==> src/rtl/imm_gen_queue.sv <==
// imm_gen_queue: registered RV32I/RV64I immediate decoder feeding a DEPTH-entry FIFO.
// Instruction words enter over a valid/ready handshake and are decoded into
// immediate, format and illegal flag as they are written. The head entry is
// presented downstream over a second valid/ready handshake.
// Optional feature: define IMM_ILLEGAL_COUNT_EN to add illegal_count_o, a
// saturating count of pushed entries with an unrecognised opcode.
module imm_gen_queue #(
    parameter int DATA_WIDTH = 32,
    parameter int DEPTH      = 2
) (
    input  logic                  clk_i,
    input  logic                  reset_ni,
    input  logic                  flush_i,
    input  logic [31:0]           ir_i,
    input  logic                  ir_valid_i,
    output logic                  ir_ready_o,
    output logic [DATA_WIDTH-1:0] imm_o,
    output logic [2:0]            imm_type_o,
    output logic                  illegal_o,
    output logic                  imm_valid_o,
    input  logic                  imm_ready_i
`ifdef IMM_ILLEGAL_COUNT_EN
    ,
    output logic [7:0]            illegal_count_o
`endif
);

    localparam int PTR_W = (DEPTH > 1) ? $clog2(DEPTH) : 1;
    localparam int CNT_W = $clog2(DEPTH + 1);

    localparam logic [2:0] FMT_I     = 3'd0;
    localparam logic [2:0] FMT_S     = 3'd1;
    localparam logic [2:0] FMT_B     = 3'd2;
    localparam logic [2:0] FMT_U     = 3'd3;
    localparam logic [2:0] FMT_J     = 3'd4;
    localparam logic [2:0] FMT_SHAMT = 3'd5;
    localparam logic [2:0] FMT_NONE  = 3'd7;

    typedef struct packed {
        logic [DATA_WIDTH-1:0] imm;
        logic [2:0]            fmt;
        logic                  illegal;
    } entry_t;

    entry_t             mem [DEPTH];
    entry_t             last_q;
    entry_t             dec;
    logic [PTR_W-1:0]   wr_ptr, rd_ptr;
    logic [CNT_W-1:0]   cnt;
    logic [63:0]        imm64;
    logic               push, pop;

    wire [6:0] opcode = ir_i[6:0];
    wire [2:0] f3     = ir_i[14:12];
    wire       s      = ir_i[31];

    assign ir_ready_o  = (cnt < CNT_W'(DEPTH));
    assign imm_valid_o = (cnt != '0);
    assign push        = ir_valid_i && ir_ready_o && !flush_i;
    assign pop         = imm_valid_o && imm_ready_i && !flush_i;

    // Head entry while non-empty; otherwise the last popped (or reset) entry.
    assign imm_o      = imm_valid_o ? mem[rd_ptr].imm     : last_q.imm;
    assign imm_type_o = imm_valid_o ? mem[rd_ptr].fmt     : last_q.fmt;
    assign illegal_o  = imm_valid_o ? mem[rd_ptr].illegal : last_q.illegal;

    // Decode immediate and format; built at 64 bits then truncated so RV32 and RV64 share one path.
    always_comb begin
        imm64       = '0;
        dec.fmt     = FMT_NONE;
        dec.illegal = 1'b0;
        case (opcode)
            7'b0010011: begin
                if (f3 == 3'b001 || f3 == 3'b101) begin
                    dec.fmt = FMT_SHAMT;
                    if (DATA_WIDTH == 64) imm64 = {58'b0, ir_i[25:20]};
                    else                  imm64 = {59'b0, ir_i[24:20]};
                end else begin
                    dec.fmt = FMT_I;
                    imm64   = {{52{s}}, ir_i[31:20]};
                end
            end
            7'b0000011, 7'b1100111, 7'b1110011: begin
                dec.fmt = FMT_I;
                imm64   = {{52{s}}, ir_i[31:20]};
            end
            7'b0100011: begin
                dec.fmt = FMT_S;
                imm64   = {{52{s}}, ir_i[31:25], ir_i[11:7]};
            end
            7'b1100011: begin
                dec.fmt = FMT_B;
                imm64   = {{51{s}}, ir_i[31], ir_i[7], ir_i[30:25], ir_i[11:8], 1'b0};
            end
            7'b0110111, 7'b0010111: begin
                dec.fmt = FMT_U;
                imm64   = {{32{s}}, ir_i[31:12], 12'b0};
            end
            7'b1101111: begin
                dec.fmt = FMT_J;
                imm64   = {{43{s}}, ir_i[31], ir_i[19:12], ir_i[20], ir_i[30:21], 1'b0};
            end
            default: begin
                dec.fmt     = FMT_NONE;
                dec.illegal = 1'b1;
            end
        endcase
        dec.imm = imm64[DATA_WIDTH-1:0];
    end

    // FIFO storage, pointers and occupancy; reset clears storage, flush only empties the queue.
    always_ff @(posedge clk_i) begin
        if (!reset_ni) begin
            cnt    <= '0;
            wr_ptr <= '0;
            rd_ptr <= '0;
            last_q <= '0;
            for (int i = 0; i < DEPTH; i++) mem[i] <= '0;
        end else if (flush_i) begin
            cnt    <= '0;
            wr_ptr <= '0;
            rd_ptr <= '0;
        end else begin
            if (push) begin
                mem[wr_ptr] <= dec;
                wr_ptr      <= (wr_ptr == PTR_W'(DEPTH - 1)) ? '0 : wr_ptr + 1'b1;
            end
            if (pop) begin
                last_q <= mem[rd_ptr];
                rd_ptr <= (rd_ptr == PTR_W'(DEPTH - 1)) ? '0 : rd_ptr + 1'b1;
            end
            if (push && !pop)      cnt <= cnt + 1'b1;
            else if (pop && !push) cnt <= cnt - 1'b1;
        end
    end

`ifdef IMM_ILLEGAL_COUNT_EN
    logic [7:0] ill_cnt;
    assign illegal_count_o = ill_cnt;

    // Saturating count of accepted illegal words; survives flush.
    always_ff @(posedge clk_i) begin
        if (!reset_ni)                                    ill_cnt <= '0;
        else if (push && dec.illegal && ill_cnt != 8'hFF) ill_cnt <= ill_cnt + 1'b1;
    end
`endif

endmodule
==> config.mk <==
export PLATFORM = sky130hd
export DESIGN_NAME = imm_gen_queue
export DESIGN_NICKNAME = d
export VERILOG_FILES = /design/src/rtl/imm_gen_queue.sv
export SDC_FILE = /design/constraint.sdc
export NUM_CORES = 1
export LEC_CHECK = 0
export BUFFER_PORTS_ARGS = -buffer_cell sky130_fd_sc_hd__buf_2
export CORE_ASPECT_RATIO = 1.25
export CORE_MARGIN = 5
export CORE_UTILIZATION = 64
export CTS_BUF_LIST = sky130_fd_sc_hd__clkbuf_4 sky130_fd_sc_hd__clkbuf_8
export DETAILED_ROUTE_END_ITERATION = 6
export GPL_TIMING_DRIVEN = 0
export PLACE_DENSITY = 0.87
export SETUP_SLACK_MARGIN = 0.02
export SLEW_MARGIN = 20
export SYNTH_ARGS = -nofsm -noshare
export SYNTH_HDL_FRONTEND = slang
export SYNTH_SLANG_ARGS = --single-unit
==> constraint.sdc <==
create_clock -name clk_i -period 11.9 [get_ports clk_i]
set_input_delay 0.595 -clock clk_i [delete_from_list [all_inputs] [get_ports clk_i]]
set_output_delay 0.595 -clock clk_i [all_outputs]
set_load 0.02 [all_outputs]
==> reports/results.ini, run 1 <==
[outcome]
status = complete, no violations

[min_path]
hp-class = input pin to flop

[placement]
gp_congestion = 0.929
portBuffers = 74
hpwl_mm = 10.3

[synth]
synth_cell_types = 52
ys.warnings.count = 0
netlist_instances = 526
syn_area_per_cell_sq_um = 10.5
synth-seq-area-share_pct = 54.1
synth_enable_flop_cells = 72
synth-async-reset-ratio_pct = 0
synth_seq_cells = 113
syn_nets = 564
synth_area_sq_mm = 0.00551
synth_ff_type = edfxtp_1

[run]
cap_violations = 0

[drt]
antenna_left = 0
met3_length_mm = 1.29
drt_iter0_markers = 534
drt_pass1_iterations = 5
routedWlPerCell_um = 20.5
met1_length_mm = 5.28
routed_via_density = 6.41
routed_wl_mm = 15.0
drc_errors = 0
route.top_layer_used = met4
vias = 4687
wl_met2_mm = 7.78

[setup_path]
path_class = flop to primary output
timing.rr.end = cnt[1]
timing.rr.start = cnt[1]
endpoint_kind = primary output
cp.required_ns = 11.31
critPathLaunchType = flop
reg2regPathDepth = 7
critPathMaxFanout = 10
cp.arrival_ns = 2.36
rrSetupSlack_ns = 8.98
crit_path_end = imm_o[4]

[die]
dieArea_sq_mm = 0.0106
die_w_um = 93.0
core_area_sq_mm = 0.00833
rows = 37
die_y_um = 114
start_util_pct = 66.2
ios = 75

[sta]
hold-worst-slack_ns = 0.470
relSlewSlack_pct = 38.2
skew_ns = 0.0103
finalSetupTns_ns = 0
timing.fmax_mhz = 338
fin_crit_sh_pct = 24.8
rsz0062_at_grt = no
min_period_ns = 2.96
slew_viol_final = 0
hold_violations = 0
setup_viol = 0
worst_pin_slew_ns = 0.923

[cts]
clk_transition_reported_paths_ns = 0.06
clkLatencyLatePin_ns = 0.43
ctsHoldBuffers = 0
cts_tree = built
numCtsBuffers = 17
htreeDepth = 4
clk_root_buffer_cell = clkbuf_8
cts.sinks = 113
postCtsResizedCells = 0
clk_path_buf_depth = 2
post_cts_buffers = 0

[global_routing]
overflow = 0
grt_max_degree = 21
grt_use_total_pct = 29.5
grt_pass1_vias = 4748
grt_first_pass_wirelength_mm = 23.7
antenna_found_initial = 0

[finish]
final_cell_mix = nand2_1 (81), buf_2 (80), edfxtp_1 (72), nor2_1 (55), a21oi_1 (44)
fin_nets = 659
final_common_cell = nand2_1
antenna_cells = 0
drive_above_1_share_pct = 20.3
syn_to_final_growth_pct = 17.5

[power]
power.static_leakage_nw = 2.99
peakVddDrop_uv = 98.7
power.total_mw = 0.922
powerDensity_mw_per_mm2 = 142

==> worst min-delay path by stage <==
stage | from | end | slack (ns) | depth (start not counted)
finish | ir_i[14] | mem[1][18] | 0.47 | 3
detailed placement | last_q[25] | last_q[25] | 0.49 | 1
CTS | ir_i[8] | mem[1][5] | 0.45 | 2
global placement | last_q[29] | last_q[29] | 0.48 | 1
global route | ir_i[9] | mem[0][6] | 0.46 | 2
floorplan | rd_ptr | flop | 0.47 | 2
==> cell type report <==
| type | count | area, sq um |
|---|---|---|
| buffer | 37 | 173 |
| clock buffer | 20 | 256 |
| clock inverter | 12 | 141 |
| fill | 531 | 1850 |
| inverter | 6 | 22.5 |
| multi-input combinational | 370 | 2360 |
| sequential | 113 | 2980 |
| tap | 97 | 121 |
| timing repair buffer | 76 | 425 |
==> state kept, by name (all words and copies together), names as in the netlist, named ones only <==
register	count
mem	72
wr_ptr	1
last_q	36
rd_ptr	1
cnt	2
==> worst max-delay path: stages, from the launching register on <==
cell      delay [ns]
dfxtp_1         0.30
clkbuf_1        0.49
buf_2           0.47
mux2i_1         0.36
a21oi_1         0.12
buf_2           0.19
==> routing by layer <==
layer / track usage, % / vias to the layer above
li1: - / 2119
met1: 33.6 / 2242
met2: 51.4 / 264
met3: 7.39 / 62
met4: 14.4 / 0
met5: 0 / -
==> through the flow <==
| stage | area [sq um] | setup WS, ns | utilization (%) | instances |
|---|---|---|---|---|
| after floorplan | 5510 | 7.84 | - | 526 |
| after global placement | 6000 | 6.31 | 72.1 | 697 |
| after detailed placement | 6080 | 8.91 | 73.0 | 699 |
| after CTS | 6480 | 8.95 | 77.8 | 731 |
| after global routing | 6480 | 8.76 | 77.8 | 731 |
| final | 6480 | 8.94 | 77.8 | 731 |
==> cell families (layout without fill, tap and decap cells) <==
group | Yosys count | count (layout) | synth area share [%]
and+or+nand+nor | 186 | 186 | 15.3
muxes | 38 | 38 | 6.95
adders and majority gates | 1 | 1 | 0.227
buffers and inverters | 43 | 151 | 3.54
DFF | 113 | 113 | 54.1
AOI/OAI and AO/OA | 140 | 140 | 19.1
xor gates and xnor gates | 5 | 5 | 0.795
==> report_power, final <==
part | switching (mW) | internal (mW) | total (mW) | leakage [nW]
combinational | 0.0803 | 0.0382 | 0.119 | 1.70
clock | 0.153 | 0.211 | 0.364 | 0.202
sequential | 0.00665 | 0.433 | 0.439 | 1.09
total | 0.240 | 0.682 | 0.922 | 2.99
==> synthesized netlist by cell type, types with 2 or more instances <==
library cell,instances,share of area [%]
dfxtp_1,41,15
a2111oi_4,2,1.0
o21ai_0,4,0.36
nand2b_1,2,0.23
buf_2,6,0.54
a21oi_1,44,4.0
edfxtp_1,72,39
o211a_1,36,6.5
buf_6,3,0.61
inv_2,2,0.14
or3_1,4,0.45
xor2_1,3,0.48
and3_1,3,0.34
inv_1,4,0.27
nor2b_1,4,0.45
clkbuf_1,24,1.6
nand2_1,81,5.5
or3b_1,2,0.32
nor4_1,3,0.34
buf_1,3,0.20
nand3_1,5,0.45
and2_1,13,1.5
nor3b_1,3,0.41
nor3_1,3,0.27
a32o_1,8,1.5
mux2i_1,36,6.5
nor2_1,55,3.7
a211oi_2,3,0.68
xnor2_1,2,0.32
and3b_1,2,0.32
o21ai_1,20,1.8
a21o_1,11,1.5
a31oi_1,2,0.23
mux2_2,2,0.41
(Power assumes the default switching activity.)
==> run 2: changes to the inputs <==
--- a/config.mk
+++ b/config.mk
@@ -8,11 +8,11 @@
 export BUFFER_PORTS_ARGS = -buffer_cell sky130_fd_sc_hd__buf_2
 export CORE_ASPECT_RATIO = 1.25
 export CORE_MARGIN = 5
-export CORE_UTILIZATION = 64
+export CORE_UTILIZATION = 54
 export CTS_BUF_LIST = sky130_fd_sc_hd__clkbuf_4 sky130_fd_sc_hd__clkbuf_8
 export DETAILED_ROUTE_END_ITERATION = 6
 export GPL_TIMING_DRIVEN = 0
-export PLACE_DENSITY = 0.87
+export PLACE_DENSITY = 0.79
 export SETUP_SLACK_MARGIN = 0.02
 export SLEW_MARGIN = 20
 export SYNTH_ARGS = -nofsm -noshare
==> constraint.sdc (replaced) <==
create_clock -name clk_i -period 2.7 [get_ports clk_i]
set_input_delay 0.135 -clock clk_i [delete_from_list [all_inputs] [get_ports clk_i]]
set_output_delay 0.135 -clock clk_i [all_outputs]
set_load 0.02 [all_outputs]
==> run 2 against run 1 <==
  * Clock skew up 0.0026 ns
  * Combinational power rose to 4.4 times the previous value
  * Cell area is 1.2% higher
  * Die area up 17%
  * Sequential cell count did not move
  * Hold slack worse by 0.46 ns
  * Clock-buffer cell count rose by 2
  * Utilization decreased by 13 points
  * Clock power rose to 4.6 times the previous value
  * Critical endpoint is now imm_o[7]
  * Highest routed layer unchanged
==> reports/results.ini, run 2 (same netlist as run 1, synthesis figures left out) <==
[outcome]
status = complete, no violations  ; unchanged

[drt]
routed_wl_mm = 14.3  ; was 15.0 mm
routedWlPerCell_um = 18.7  ; was 20.5 um
drt_iter0_markers = 408  ; was 534
drt_pass1_iterations = 5  ; unchanged
antenna_left = 0  ; unchanged
drc_errors = 0  ; unchanged
routed_via_density = 5.97  ; was 6.41
vias = 4562  ; was 4687

[finish]
top_register = mem  ; unchanged
antenna_cells = 0  ; unchanged
largest_reg_flops = 72  ; unchanged
fin_nets = 660  ; was 659
stdcell_area_sq_mm = 0.00656  ; was 0.00648 sq mm
drive_above_1_share_pct = 20.9  ; was 20.3%
final_common_cell = nand2_1  ; unchanged
final_cell_mix = nand2_1 (81), buf_2 (80), edfxtp_1 (72), nor2_1 (54), a21oi_1 (44)  ; was nand2_1 (81), buf_2 (80), edfxtp_1 (72), nor2_1 (55), a21oi_1 (44)
postLayoutCoreUtil_pct = 65.2  ; was 77.8%
top_regs = mem x72, last_q x36, cnt x2  ; unchanged
syn_to_final_growth_pct = 19.0  ; was 17.5%
instances_no_fill = 764  ; was 731

[sta]
hold_violations = 0  ; unchanged
worst_pin_slew_ns = 0.764  ; was 0.923 ns
relSlewSlack_pct = 48.9  ; was 38.2%
fin_crit_sh_pct = 91.3
rsz0062_at_grt = no  ; unchanged
timing.fmax_mhz = 406
setup_viol = 0  ; unchanged
min_period_ns = 2.47
skew_ns = 0.0129  ; was 0.0103 ns
slew_viol_final = 0  ; unchanged
hold-worst-slack_ns = 0.0109  ; was 0.470 ns
finalSetupTns_ns = 0  ; unchanged
timing.final.ws_setup_ns = 0.235  ; was 8.94 ns

[placement]
hpwl_mm = 10.1  ; was 10.3 mm
pre_cts_slack_ns = -0.0742  ; was 8.91 ns
post_dp_cell_area_sq_mm = 0.00612  ; was 0.00608 sq mm
portBuffers = 74  ; unchanged
dp_cells = 731  ; was 699
gp_congestion = 0.842  ; was 0.929

[die]
rows = 41  ; was 37
die_w_um = 100  ; was 93.0 um
die_y_um = 123  ; was 114 um
core_area_sq_mm = 0.0101  ; was 0.00833 sq mm
ios = 75  ; unchanged
dieArea_sq_mm = 0.0123  ; was 0.0106 sq mm
start_util_pct = 54.8  ; was 66.2%

[cts]
htreeDepth = 4  ; unchanged
numCtsBuffers = 17  ; unchanged
cts.sinks = 113  ; unchanged
clk_root_buffer_cell = clkbuf_8  ; unchanged
clk_transition_reported_paths_ns = 0.06  ; about the same
cts_tree = built  ; unchanged
clk_path_buf_depth = 2  ; unchanged
clkLatencyLatePin_ns = 0.43  ; about the same

[power]
peakVddDrop_uv = 427  ; was 98.7 uV
power.total_mw = 4.11  ; was 0.922 mW
powerDensity_mw_per_mm2 = 627  ; was 142 mW/mm^2
power.static_leakage_nw = 3.01  ; was 2.99 nW

[setup_path]
critPathMaxStageDelay_ns = 0.48  ; was 0.49 ns
cp.arrival_ns = 2.33  ; was 2.36 ns
critPathLaunchType = flop  ; unchanged
endpoint_kind = primary output  ; unchanged
cp_common_cell = clkbuf_1  ; was buf_2
path_class = flop to primary output  ; unchanged
cp.required_ns = 2.57  ; was 11.31 ns
slowest_stage = clkbuf_1  ; unchanged
critPathMaxFanout = 10  ; unchanged
critical_path.cell_chain = or2_2 -> clkbuf_1 -> clkbuf_1 -> nor2_1 -> a21oi_1 -> buf_2  ; was clkbuf_1 -> buf_2 -> mux2i_1 -> a21oi_1 -> buf_2

[global_routing]
grt_max_degree = 20  ; was 21
grt_use_total_pct = 24.0  ; was 29.5%
antenna_found_initial = 0  ; unchanged
grt_first_pass_wirelength_mm = 22.6  ; was 23.7 mm
overflow = 0  ; unchanged
grt_pass1_vias = 4587  ; was 4748

[run]
cap_violations = 0  ; unchanged

[min_path]
hp-class = input pin to flop  ; unchanged

[run 2: worst paths after layout]
kind / from / endpoint / slack [ns] / depth (start not counted)
worst max-delay path: cnt[1] / imm_o[7] / 0.23 / 6
worst min-delay path: ir_i[17] / mem[0][21] / 0.01 / 3
worst max register to register: cnt[1] / cnt[1] / 0.34 / 7
worst min register to register: last_q[34] / last_q[34] / 0.50 / 1
[run 2: repair_timing]
action	in CTS	in global routing
hold endpoints to repair	2	0
endpoints found under the setup margin	1	4
resized for setup	1	2
hold buffers	2	0
setup buffers	0	0
[run 2: worst max-delay path: cells and delay by family, from the launching register on]
| family | cells | cell delay (ns) |
|---|---|---|
| AOI/OAI and AO/OA | 1 | 0.18 |
| buffers and inverters | 3 | 1.06 |
| DFF | 1 | 0.42 |
| and+or+nand+nor | 2 | 0.25 |
[run 2: layer usage]
layer | track usage [%] | wire (um)
met1 | 27.7 | 5410
met2 | 42.0 | 7320
met3 | 4.46 | 1080
met4 | 13.0 | 505
met5 | 0 | 0
[run 2: layout make-up]
| type | count | area [sq um] |
|---|---|---|
| repair buffers | 78 | 445 |
| fillers | 830 | 3490 |
| clock buffers | 22 | 284 |
| well taps | 129 | 161 |
| clock inverters | 10 | 134 |
| multi-input cells | 370 | 2360 |
| plain buffers | 36 | 170 |
| inverters | 6 | 22.5 |
| flip-flops and latches | 113 | 2980 |
[run 2: where the power goes]
group	switching, mW	total (mW)	leakage [nW]	internal, mW
Sequential	0.0282	1.93	1.09	1.91
Clock	0.669	1.66	0.213	0.987
Combinational	0.350	0.520	1.71	0.170
==> run 3: changes to the inputs <==
--- a/config.mk
+++ b/config.mk
@@ -8,13 +8,12 @@
 export BUFFER_PORTS_ARGS = -buffer_cell sky130_fd_sc_hd__buf_2
 export CORE_ASPECT_RATIO = 1.25
 export CORE_MARGIN = 5
-export CORE_UTILIZATION = 54
+export CORE_UTILIZATION = 64
 export CTS_BUF_LIST = sky130_fd_sc_hd__clkbuf_4 sky130_fd_sc_hd__clkbuf_8
 export DETAILED_ROUTE_END_ITERATION = 6
 export GPL_TIMING_DRIVEN = 0
-export PLACE_DENSITY = 0.79
+export PLACE_DENSITY = 0.87
 export SETUP_SLACK_MARGIN = 0.02
-export SLEW_MARGIN = 20
 export SYNTH_ARGS = -nofsm -noshare
 export SYNTH_HDL_FRONTEND = slang
 export SYNTH_SLANG_ARGS = --single-unit
==> constraint.sdc (replaced) <==
create_clock -name clk_i -period 3.1 [get_ports clk_i]
set_input_delay 0.155 -clock clk_i [delete_from_list [all_inputs] [get_ports clk_i]]
set_output_delay 0.155 -clock clk_i [all_outputs]
set_load 0.02 [all_outputs]
==> run 3 against run 2 <==
  * Combinational power is 13% lower
  * Sequential cell count is the same
  * Cell area down 1.2%
  * Critical path type is now flop to flop
  * Critical endpoint is now cnt[1]
==> reports/results.ini, run 3 (same netlist as run 1, synthesis figures left out) <==
[sta]
finalSetupTns_ns = 0  ; unchanged
hold_violations = 0  ; unchanged
setup_viol = 0  ; unchanged
timing.final.ws_setup_ns = 0.259  ; was 0.235 ns
min_period_ns = 2.84
slew_viol_final = 0  ; unchanged
worst_pin_slew_ns = 0.898  ; was 0.764 ns
timing.fmax_mhz = 352
relSlewSlack_pct = 39.9  ; was 48.9%
fin_crit_sh_pct = 91.6
hold-worst-slack_ns = 0.0218  ; was 0.0109 ns
rsz0062_at_grt = no  ; unchanged
skew_ns = 0.0123  ; was 0.0129 ns

[drt]
routed_wl_mm = 14.9  ; was 14.3 mm
drt_iter0_markers = 585  ; was 408
drt_pass1_iterations = 6  ; was 5
routed_via_density = 6.44  ; was 5.97
drc_errors = 0  ; unchanged
vias = 4706  ; was 4562
antenna_left = 0  ; unchanged
routedWlPerCell_um = 20.4  ; was 18.7 um

[finish]
antenna_cells = 0  ; unchanged
syn_to_final_growth_pct = 17.5  ; was 19.0%
instances_no_fill = 731  ; was 764
largest_reg_flops = 72  ; unchanged
final_cell_mix = nand2_1 (81), buf_2 (80), edfxtp_1 (72), nor2_1 (55), a21oi_1 (44)  ; was nand2_1 (81), buf_2 (80), edfxtp_1 (72), nor2_1 (54), a21oi_1 (44)
fin_nets = 659  ; was 660
final_common_cell = nand2_1  ; unchanged
stdcell_area_sq_mm = 0.00648  ; was 0.00656 sq mm
drive_above_1_share_pct = 20.7  ; was 20.9%
top_register = mem  ; unchanged
n_fill_cell = 527  ; was 830
top_regs = mem x72, last_q x36, cnt x2  ; unchanged

[setup_path]
path_class = flop to flop  ; was flop to primary output
critPathMaxFanout = 10  ; unchanged
cp.required_ns = 3.46  ; was 2.57 ns
endpoint_kind = flop  ; was primary output
cp.arrival_ns = 3.20  ; was 2.33 ns
critPathLaunchType = flop  ; unchanged

[cts]
postCtsResizedCells = 0  ; was 1
clkLatencyLatePin_ns = 0.43  ; about the same
cts_tree = built  ; unchanged
numCtsBuffers = 17  ; unchanged
htreeDepth = 4  ; unchanged
post_cts_buffers = 0  ; unchanged
clk_path_buf_depth = 2  ; unchanged
cts.sinks = 113  ; unchanged
clk_transition_reported_paths_ns = 0.06  ; about the same
ctsHoldBuffers = 0  ; was 2
clk_root_buffer_cell = clkbuf_8  ; unchanged

[power]
powerDensity_mw_per_mm2 = 551  ; was 627 mW/mm^2
power.static_leakage_nw = 3.00  ; was 3.01 nW
peakVddDrop_uv = 335  ; was 427 uV

[die]
core_area_sq_mm = 0.00833  ; was 0.0101 sq mm
start_util_pct = 66.2  ; was 54.8%
die_w_um = 93.0  ; was 100 um
die_y_um = 114  ; was 123 um
dieArea_sq_mm = 0.0106  ; was 0.0123 sq mm
rows = 37  ; was 41
ios = 75  ; unchanged

[placement]
portBuffers = 74  ; unchanged
post_dp_cell_area_sq_mm = 0.00607  ; was 0.00612 sq mm
hpwl_mm = 10.1  ; about the same
pre_cts_slack_ns = 0.304  ; was -0.0742 ns
gp_congestion = 0.929  ; was 0.842
dp_cells = 699  ; was 731

[outcome]
status = complete, no violations  ; unchanged

[global_routing]
antenna_found_initial = 0  ; unchanged
grt_first_pass_wirelength_mm = 23.5  ; was 22.6 mm
overflow = 0  ; unchanged
grt_use_total_pct = 29.1  ; was 24.0%
grt_max_degree = 29  ; was 20
grt_pass1_vias = 4639  ; was 4587

[min_path]
hp-class = input pin to flop  ; unchanged

[run]
cap_violations = 0  ; unchanged

run 3: cell types whose count changed in the layout (fill, tap and decap cells not counted), sizes merged:
cell,before,now
clkinv,5,6
clkinvlp,2,1
dlygate4sd3,2,0
clkbuf,45,46
run 3: layer usage:
layer  up-vias  GRT usage [%]  part of all wire [%]
met5         -              0                     0
met2       292           50.5                    52
met4         0           12.8                   3.1
met1      2250           34.6                    36
met3        45           6.60                   9.5
li1       2119              -                     -
run 3: final timing paths:
| kind | from | cells past startpoint | slack (ns) | end |
|---|---|---|---|---|
| worst max-delay path | cnt[1] | 7 | 0.26 | cnt[1] |
| worst min-delay path | ir_i[14] | 3 | 0.02 | mem[1][18] |
| worst max register to register | cnt[1] | 7 | 0.26 | cnt[1] |
| worst min register to register | last_q[24] | 1 | 0.50 | last_q[24] |
run 3: per-stage QoR:
step | total power, mW | utilization, %
after CTS | 3.57 | 77.8
after floorplan | 1.99 | -
after global routing | 3.70 | 77.8
after global placement | 2.14 | 72.1
after detailed placement | 2.16 | 72.8
final | 3.57 | 77.8
run 3: layout make-up:
class                           count  area, sq um  share of cell area (%)
Timing Repair Buffer               76          410                    6.33
Tap cell                           97          121                    1.87
Buffer                             37          173                    2.66
Multi-Input combinational cell    370         2360                    36.4
Sequential cell                   113         2980                    46.0
Inverter                            6         22.5                   0.348
Clock inverter                     10          135                    2.09
Clock buffer                       22          278                    4.29
run 3: worst max-delay path, stage by stage, from the launching register on:
cell,delay (ns)
dfxtp_1,0.44
o21ai_1,0.14
nor2_1,0.70
clkbuf_1,0.56
inv_2,0.09
ha_1,0.34
or3_1,0.35
a21oi_1,0.14
run 3: where the power goes:
group	leakage, nW	switching [mW]	internal (mW)
clock	0.214	0.585	0.848
sequential	1.09	0.0259	1.66
combinational	1.69	0.306	0.144
